===== src/rtl/dec2_4_pulse.sv =====
// dec2_4_pulse: registered 2-to-4 decoder producing stretched one-hot strobes.
// Each accepted code drives y[code] for HOLD_CYCLES enabled cycles, then a
// one-cycle all-zero GAP (done=1), then IDLE.
// Optional input code FIFO: define DEC24_CODE_FIFO_EN to instantiate a
// FIFO_DEPTH-entry buffer in front of the FSM.
module dec2_4_pulse #(
  parameter int unsigned HOLD_CYCLES = 4,
  parameter int unsigned FIFO_DEPTH  = 2
) (
  input  logic       clk,
  input  logic       rst_n,
  input  logic       en,
  input  logic       in_valid,
  input  logic [1:0] in_code,
  output logic       in_ready,
  output logic [3:0] y,
  output logic       busy,
  output logic       done
);

  localparam int unsigned     CNT_W    = $clog2(HOLD_CYCLES + 1);
  localparam logic [CNT_W-1:0] CNT_LOAD = CNT_W'(HOLD_CYCLES - 1);

  typedef enum logic [1:0] {
    S_IDLE = 2'd0,
    S_HOLD = 2'd1,
    S_GAP  = 2'd2
  } state_e;

  state_e           state_q, state_d;
  logic [CNT_W-1:0] cnt_q, cnt_d;
  logic [1:0]       code_q, code_d;
  logic [3:0]       y_q, y_d;
  logic             busy_q, busy_d;
  logic             done_q, done_d;

  logic             start;
  logic [1:0]       start_code;

  // Elaboration-time parameter sanity checks
  if (HOLD_CYCLES < 1 || HOLD_CYCLES > 255) begin : g_bad_hold
    $error("dec2_4_pulse: HOLD_CYCLES must be in 1..255");
  end
  if (FIFO_DEPTH < 2 || (FIFO_DEPTH & (FIFO_DEPTH - 1)) != 0) begin : g_bad_depth
    $error("dec2_4_pulse: FIFO_DEPTH must be a power of two, at least 2");
  end

`ifdef DEC24_CODE_FIFO_EN
  localparam int unsigned PTR_W = $clog2(FIFO_DEPTH);
  localparam int unsigned OCC_W = $clog2(FIFO_DEPTH + 1);

  logic [1:0]       mem_q [FIFO_DEPTH];
  logic [PTR_W-1:0] wr_ptr_q, rd_ptr_q;
  logic [OCC_W-1:0] occ_q, occ_d;
  logic             full, empty, push, pop;

  assign full       = (occ_q == OCC_W'(FIFO_DEPTH));
  assign empty      = (occ_q == '0);
  assign in_ready   = !full;
  assign push       = in_valid && !full;
  assign pop        = (state_q == S_IDLE) && en && !empty;
  assign start      = pop;
  assign start_code = mem_q[rd_ptr_q];

  // Occupancy: simultaneous push and pop leaves it unchanged
  always_comb begin
    occ_d = occ_q;
    if (push && !pop) begin
      occ_d = occ_q + OCC_W'(1);
    end else if (pop && !push) begin
      occ_d = occ_q - OCC_W'(1);
    end
  end

  // FIFO pointers and occupancy; pointers wrap naturally (power-of-two depth)
  always_ff @(posedge clk or negedge rst_n) begin
    if (!rst_n) begin
      wr_ptr_q <= '0;
      rd_ptr_q <= '0;
      occ_q    <= '0;
    end else begin
      if (push) wr_ptr_q <= wr_ptr_q + PTR_W'(1);
      if (pop)  rd_ptr_q <= rd_ptr_q + PTR_W'(1);
      occ_q <= occ_d;
    end
  end

  // FIFO storage; contents are don't-care while the slot is empty
  always_ff @(posedge clk) begin
    if (push) mem_q[wr_ptr_q] <= in_code;
  end
`else
  assign in_ready   = en && (state_q == S_IDLE);
  assign start      = in_valid && in_ready;
  assign start_code = in_code;
`endif

  // Next-state logic and registered-output precompute
  always_comb begin
    state_d = state_q;
    cnt_d   = cnt_q;
    code_d  = code_q;
    case (state_q)
      S_IDLE: begin
        if (start) begin
          state_d = S_HOLD;
          cnt_d   = CNT_LOAD;
          code_d  = start_code;
        end
      end
      S_HOLD: begin
        if (en) begin
          if (cnt_q == '0) begin
            state_d = S_GAP;
          end else begin
            cnt_d = cnt_q - CNT_W'(1);
          end
        end
      end
      S_GAP:   state_d = S_IDLE;
      default: state_d = S_IDLE;
    endcase
    y_d    = (state_d == S_HOLD) ? (4'b0001 << code_d) : 4'b0000;
    busy_d = (state_d != S_IDLE);
    done_d = (state_d == S_GAP);
  end

  // State, counter, latched code and output registers
  always_ff @(posedge clk or negedge rst_n) begin
    if (!rst_n) begin
      state_q <= S_IDLE;
      cnt_q   <= '0;
      code_q  <= 2'd0;
      y_q     <= 4'b0000;
      busy_q  <= 1'b0;
      done_q  <= 1'b0;
    end else begin
      state_q <= state_d;
      cnt_q   <= cnt_d;
      code_q  <= code_d;
      y_q     <= y_d;
      busy_q  <= busy_d;
      done_q  <= done_d;
    end
  end

  assign y    = y_q;
  assign busy = busy_q;
  assign done = done_q;

endmodule


===== config.mk =====
export PLATFORM = sky130hd
export DESIGN_NAME = dec2_4_pulse
export DESIGN_NICKNAME = d
export VERILOG_FILES = /design/src/rtl/dec2_4_pulse.sv
export SDC_FILE = /design/constraint.sdc
export NUM_CORES = 1
export LEC_CHECK = 0
export CORE_AREA = 2 2 39 41
export CTS_CLUSTER_DIAMETER = 120
export DETAILED_ROUTE_END_ITERATION = 10
export DIE_AREA = 0 0 41 43
export MAX_ROUTING_LAYER = met4
export PLACE_DENSITY = 0.79
export SKIP_CTS_REPAIR_TIMING = 1
export SLEW_MARGIN = 20
export SYNTH_ARGS = -nofsm -noshare
export SYNTH_HDL_FRONTEND = slang
export SYNTH_SLANG_ARGS = --single-unit

===== constraint.sdc =====
create_clock -name clk -period 2.64 [get_ports clk]
set_input_delay 0.396 -clock clk [delete_from_list [all_inputs] [get_ports clk]]
set_output_delay 0.396 -clock clk [all_outputs]
set_load 0.02 [all_outputs]

**After elaboration in Yosys (flattened, before gate mapping)**

Cells that the tools add are included.

- Logic and storage cells: 32
- Output and inout bits: 7
- Register bits after elaboration: 13
- Input port bits: 6

- Shifts and indexed selects: 1
- Muxes and demuxes: 11
- Reductions and logical operators: 7
- Add/subtract/negate cells: 1
- Equal/unequal tests: 6

Operators by type and width:

| operator | number |
|---|---|
| $mux W2 | 5 |
| $mux W3 | 3 |
| $ne A2 B2 Y1 const B | 3 |
| $pmux W3 S2 | 1 |
| $eq A2 B1 Y1 const B | 2 |
| $mux W4 | 1 |
| $pmux W2 S2 | 1 |
| $reduce_and A4 Y1 | 1 |
| $reduce_bool A2 Y1 | 2 |
| $shl A1 B2 Y4 const A | 1 |
| $logic_not A3 Y1 | 1 |
| $sub A3 B1 Y3 const B | 1 |
| $eq A2 B2 Y1 const B | 1 |
| $logic_and A1 B1 Y1 | 2 |
| $logic_not A2 Y1 | 1 |

**Longest topological paths before layout**

- Word-level depth: 7
- Depth in mapped cells: 5
- Mapped depth without buffers: 5

**Worst setup path before layout**

OpenSTA, ideal clock, no wires.

- Kind: reg-to-output
- Start: reg state_q[1]
- End: out in_ready
- Slack: 1221 ps
- Buffers on the path: 1
- Arrival: 1023 ps
- Stages on the path, launching flop included: 3
- Data required time: 2244 ps
- Path through: dfrtp_1 buf_6 nor3b_1

- Cells in the longest elaborated chain, start to end: 2

Ends and longest elaborated chain:

| what | RTL line | text |
|---|---|---|
| start, declared | 30 | `state_e state_q, state_d;` |
| start signal, assigned | 138 | `state_q <= state_d;` |
| $logic_not A2 Y1 | 93 | `assign in_ready = en && (state_q == S_IDLE);` |
| $logic_and A1 B1 Y1 | 93 |  |
| end, declared | 15 | `output logic in_ready,` |

Every way passes these cells.

**Final worst setup path**

- Start: in en
- End: out in_ready

- Cells in the longest elaborated chain, start to end: 1

Ends and longest elaborated chain:

| what | RTL line | text |
|---|---|---|
| start, declared | 12 | `input logic en,` |
| $logic_and A1 B1 Y1 | 93 |  |

Every way passes these cells.

==> results summary <==
The run finished with clean final reports. After detailed routing, the average wire length per cell comes to 11.8 um. The area of the die came out at 1760 um2.

The buffer levels on the longest clock path came out at 2. VDD sags by at most 0.000467 V. The clock root buffer master is clkbuf_4. The core outline area came out at 1380 um2. The total nets after synthesis came out at 68. Among all stages on the critical path, the largest delay is contributed by clkdlybuf4s50_1. The initial antenna violation count is 0.

The final cell utilization of the core came out at 57.6%. For the worst setup path, the data required time is 2.24 ns. STA classifies the critical path endpoint as an output pin. The total negative setup slack came out at 0 ns.

The die span in y is 43 um. In this run the biggest area consumer among cell types represents around half of the synthesized area. The number of top-level pins came out at 13.

After synthesis, the largest family of logic cells by area is simple AND/OR/NAND/NOR gates. The horizontal die dimension came out at 41 um. TritonCTS built the clock tree.

The wire length of the first global-routing pass came out at 1950 um. The global-route congestion overflow total came out at 0. The row count is 14. The average footprint of a synthesized cell is 10.7 um2.

The tightest min-delay check is of the in -> async type. Along the worst path, the maximum fanout reaches 7. The net count of the finished layout is between 80 and 90.

The combined global-route utilization of all metal layers is 16.8%. In the routed layout, each cell is associated on average with a via count of 5.41. For this run, the register share of the synthesized area comes to 50.9%. The number of fill cells in the layout came out at 134. The number of CTS-inserted buffers is 3. The startpoint identified for the worst register-to-register timing path is state_q[1]$_DFF_PN0_.

In this design, the stage delay of the slowest critical-path cell is 0.63 ns. The internal portion of total power came out at 507 uW. For the pin with the worst max-slew slack, the measured transition is 0.561 ns. The H-tree level count came out at 1.

The total DRC errors in the routed layout came out at 0. The synthesis-to-finish area growth is 24.7%. The starting density of the core is 46.2%.

The part of the power in combinational logic is 43.4%. The signal arrival time at the worst endpoint is roughly 1.8 ns. The via count of the first global-routing pass came out at 455. The number of setup violations in the final report is 0. The number of vias after detailed routing is 492. The distinct cell type count after synthesis came out at 23. The count of final hold-check violations came out at 0. The detailed placer's ending HPWL came out at 787 um. The share of the synthesized area in compound gates (AO/OA/AOI/OAI) came out at a little under a tenth. The arithmetic-cell share of the synthesized area counting full adders, half adders and majority gates is 3.91%.

The achievable frequency is 0.452 GHz. The endpoint identified for the worst register-to-register timing path is y[0]$_DFF_PN0_. The number of max-capacitance violations reported is 0. Clock-pin slew was measured on the worst setup and hold paths at around 0.070 ns. Synthesis inferred 13 register bits. The area fraction in and, or, nand and nor cells after synthesis is between 30% and 40%. The worst slack at placement came out at 0.432 ns. The count of antenna-violating nets left after detailed routing came out at 0. The multiplexer share of the synthesized area is under 10%. The final instance count without filler cells came out at 91. During synthesis, Yosys emitted a total of 0 warnings. The initial detailed-routing violation count came out at 4. The net switching power figure is 295 uW. The proportion of power drawn by the clock network is 15.2%. Of the total power, registers draw around two fifths. The worst register-to-register path has a setup slack of between 1 and 1.5 ns.

The final critical-path setup slack came out at 0.426 ns. The biggest area contributor in the post-synthesis netlist is dfrtp_1. The sink count of the clock tree came out at 13. The global placer's final weighted congestion is 0.796. The signal on the critical path passes through clkdlybuf4s50_1 > nor3b_1 > clkdlybuf4s50_1. The final critical path takes up a little over four fifths of the cycle.

The time the final worst path needs with I/O delays and setup came out at 2.21 ns. After technology mapping, the gate count stands at 60. The count of antenna diodes in the layout is 0.

STA classifies the critical path startpoint as an input pin. The proportion of layout cells with a drive suffix above 1 came out at roughly 8.0%. The clock latency of the later-clocked register in the worst-skew pair is 0.28 ns. The leakage power of the design came out at approximately 0.00034 uW. Setup repair after global routing left no endpoint under its margin.

The summed instance area of the synthesized netlist came out at 639 um2. The routed design has 1070 um of wire. The worst clock skew on the final layout came out at 0.00111 ns. The max-slew violation count came out at 0.

The largest net degree at the start of global routing is 14. The critical path is of the in -> out type. Including well taps, the total number of placed cells is 87. The first-pass iteration count of the detailed router came out at 4. In the post-synthesis netlist, the biggest area contributors are dfrtp_1 (51%), nand3b_1 (7.0%), ha_1 (3.9%). The switching power share of the total is 36.8%.

Counting stages on the worst path, the most repeated cell is clkdlybuf4s50_1. The xor and xnor area share after synthesis came out at 0%. In this run the tightest slew margin relative to its limit is 62.5%.

The total of buffers placed on input and output ports came out at 12. In this run the power density over the cells is 1010 nW/um2. The worst-case reg-to-reg path depth came out at 3.
[power groups by stage]
stage / Sequential [uW] / Clock (uW) / Combinational (uW)
final: 332 / 122 / 348
after global routing: 347 / 135 / 385
after CTS: 331 / 127 / 350
after detailed placement: 336 / 0 / 349
after global placement: 332 / 0 / 338
after floorplan: 365 / 0 / 191
[flip-flops by register name, indices dropped and copies added (netlist names)]
register and count:
y 4, code_q 2, done 1, busy 1
state_q 2, cnt_q 3
[logic make-up after synthesis]
| kind of cell | count (synthesis) |
|---|---|
| mux | 1 |
| compound gates | 8 |
| simple gates | 31 |
| buf+inv | 5 |
| fa+ha+maj | 2 |
| flops | 13 |
[layout make-up]
| cell class | count | area, um2 | share of cell area [%] |
|---|---|---|---|
| Clock buffer | 4 | 26.3 | 3.30 |
| Inverter | 3 | 11.3 | 1.41 |
| Multi-Input combinational cell | 42 | 287 | 35.9 |
| Sequential cell | 13 | 325 | 40.8 |
| Tap cell | 16 | 20.0 | 2.51 |
| Timing Repair Buffer | 13 | 128 | 16.0 |
[synthesized netlist by cell type (all sizes together)]
cell type,count
nand3,4
ha,2
nor2,4
a211oi,4
or2,1
mux2i,1
and3b,1
nand2b,1
nor3b,1
nor2b,1
or4b,1
dfrtp,13
nor4bb,1
or3,3
nand3b,6
inv,3
a311oi,1
nand2,6
buf,2
nand4bb,1
a21oi,3
[cell usage in the layout (no fill, tap or decap)]
cell type / instances
ha_1: 2
or4b_1: 1
nor2b_1: 1
dfrtp_1: 13
nor4bb_1: 1
or3_1: 3
clkbuf_4: 3
inv_1: 3
clkbuf_1: 1
clkdlybuf4s50_1: 12
nand2b_1: 1
and3b_1: 1
mux2i_1: 1
nand3_1: 4
a211oi_1: 3
nor2_1: 4
buf_4: 1
nand4bb_2: 1
a311oi_1: 1
nor3b_1: 1
nand3b_1: 6
a21oi_1: 3
nand2_1: 6
a211oi_2: 1
or2_1: 1
[worst max-delay path by stage]
stage	from	end
final	en	in_ready
after global routing	en	in_ready
after CTS	en	in_ready
after detailed placement	en	in_ready
after global placement	en	in_ready
after floorplan	state_q[1]$_DFF_PN0_	in_ready
[per-layer routing]
layer | vias to the layer above | GRT usage (%) | wire, um
met5 | - | - | 0
met2 | 15 | 22.5 | 505
li1 | 243 | - | -
met1 | 230 | 22.8 | 487
met4 | 0 | 12.0 | 29
met3 | 4 | 1.57 | 51
[critical path, delay by kind of cell]
kind	cells	cell delay, ns
and+or+nand+nor	1	0.21
buffers and inverters	2	1.21
[through the flow]
step | cell area, um2 | power (uW) | hold slack (ns)
after CTS | 797 | 808 | 0.483
after floorplan | 639 | 556 | 0.100
after detailed placement | 771 | 685 | 0.472
final | 797 | 801 | 0.476
after global routing | 797 | 867 | 0.521
after global placement | 771 | 670 | 0.470
Note: power is estimated with default switching activity, not from simulation.
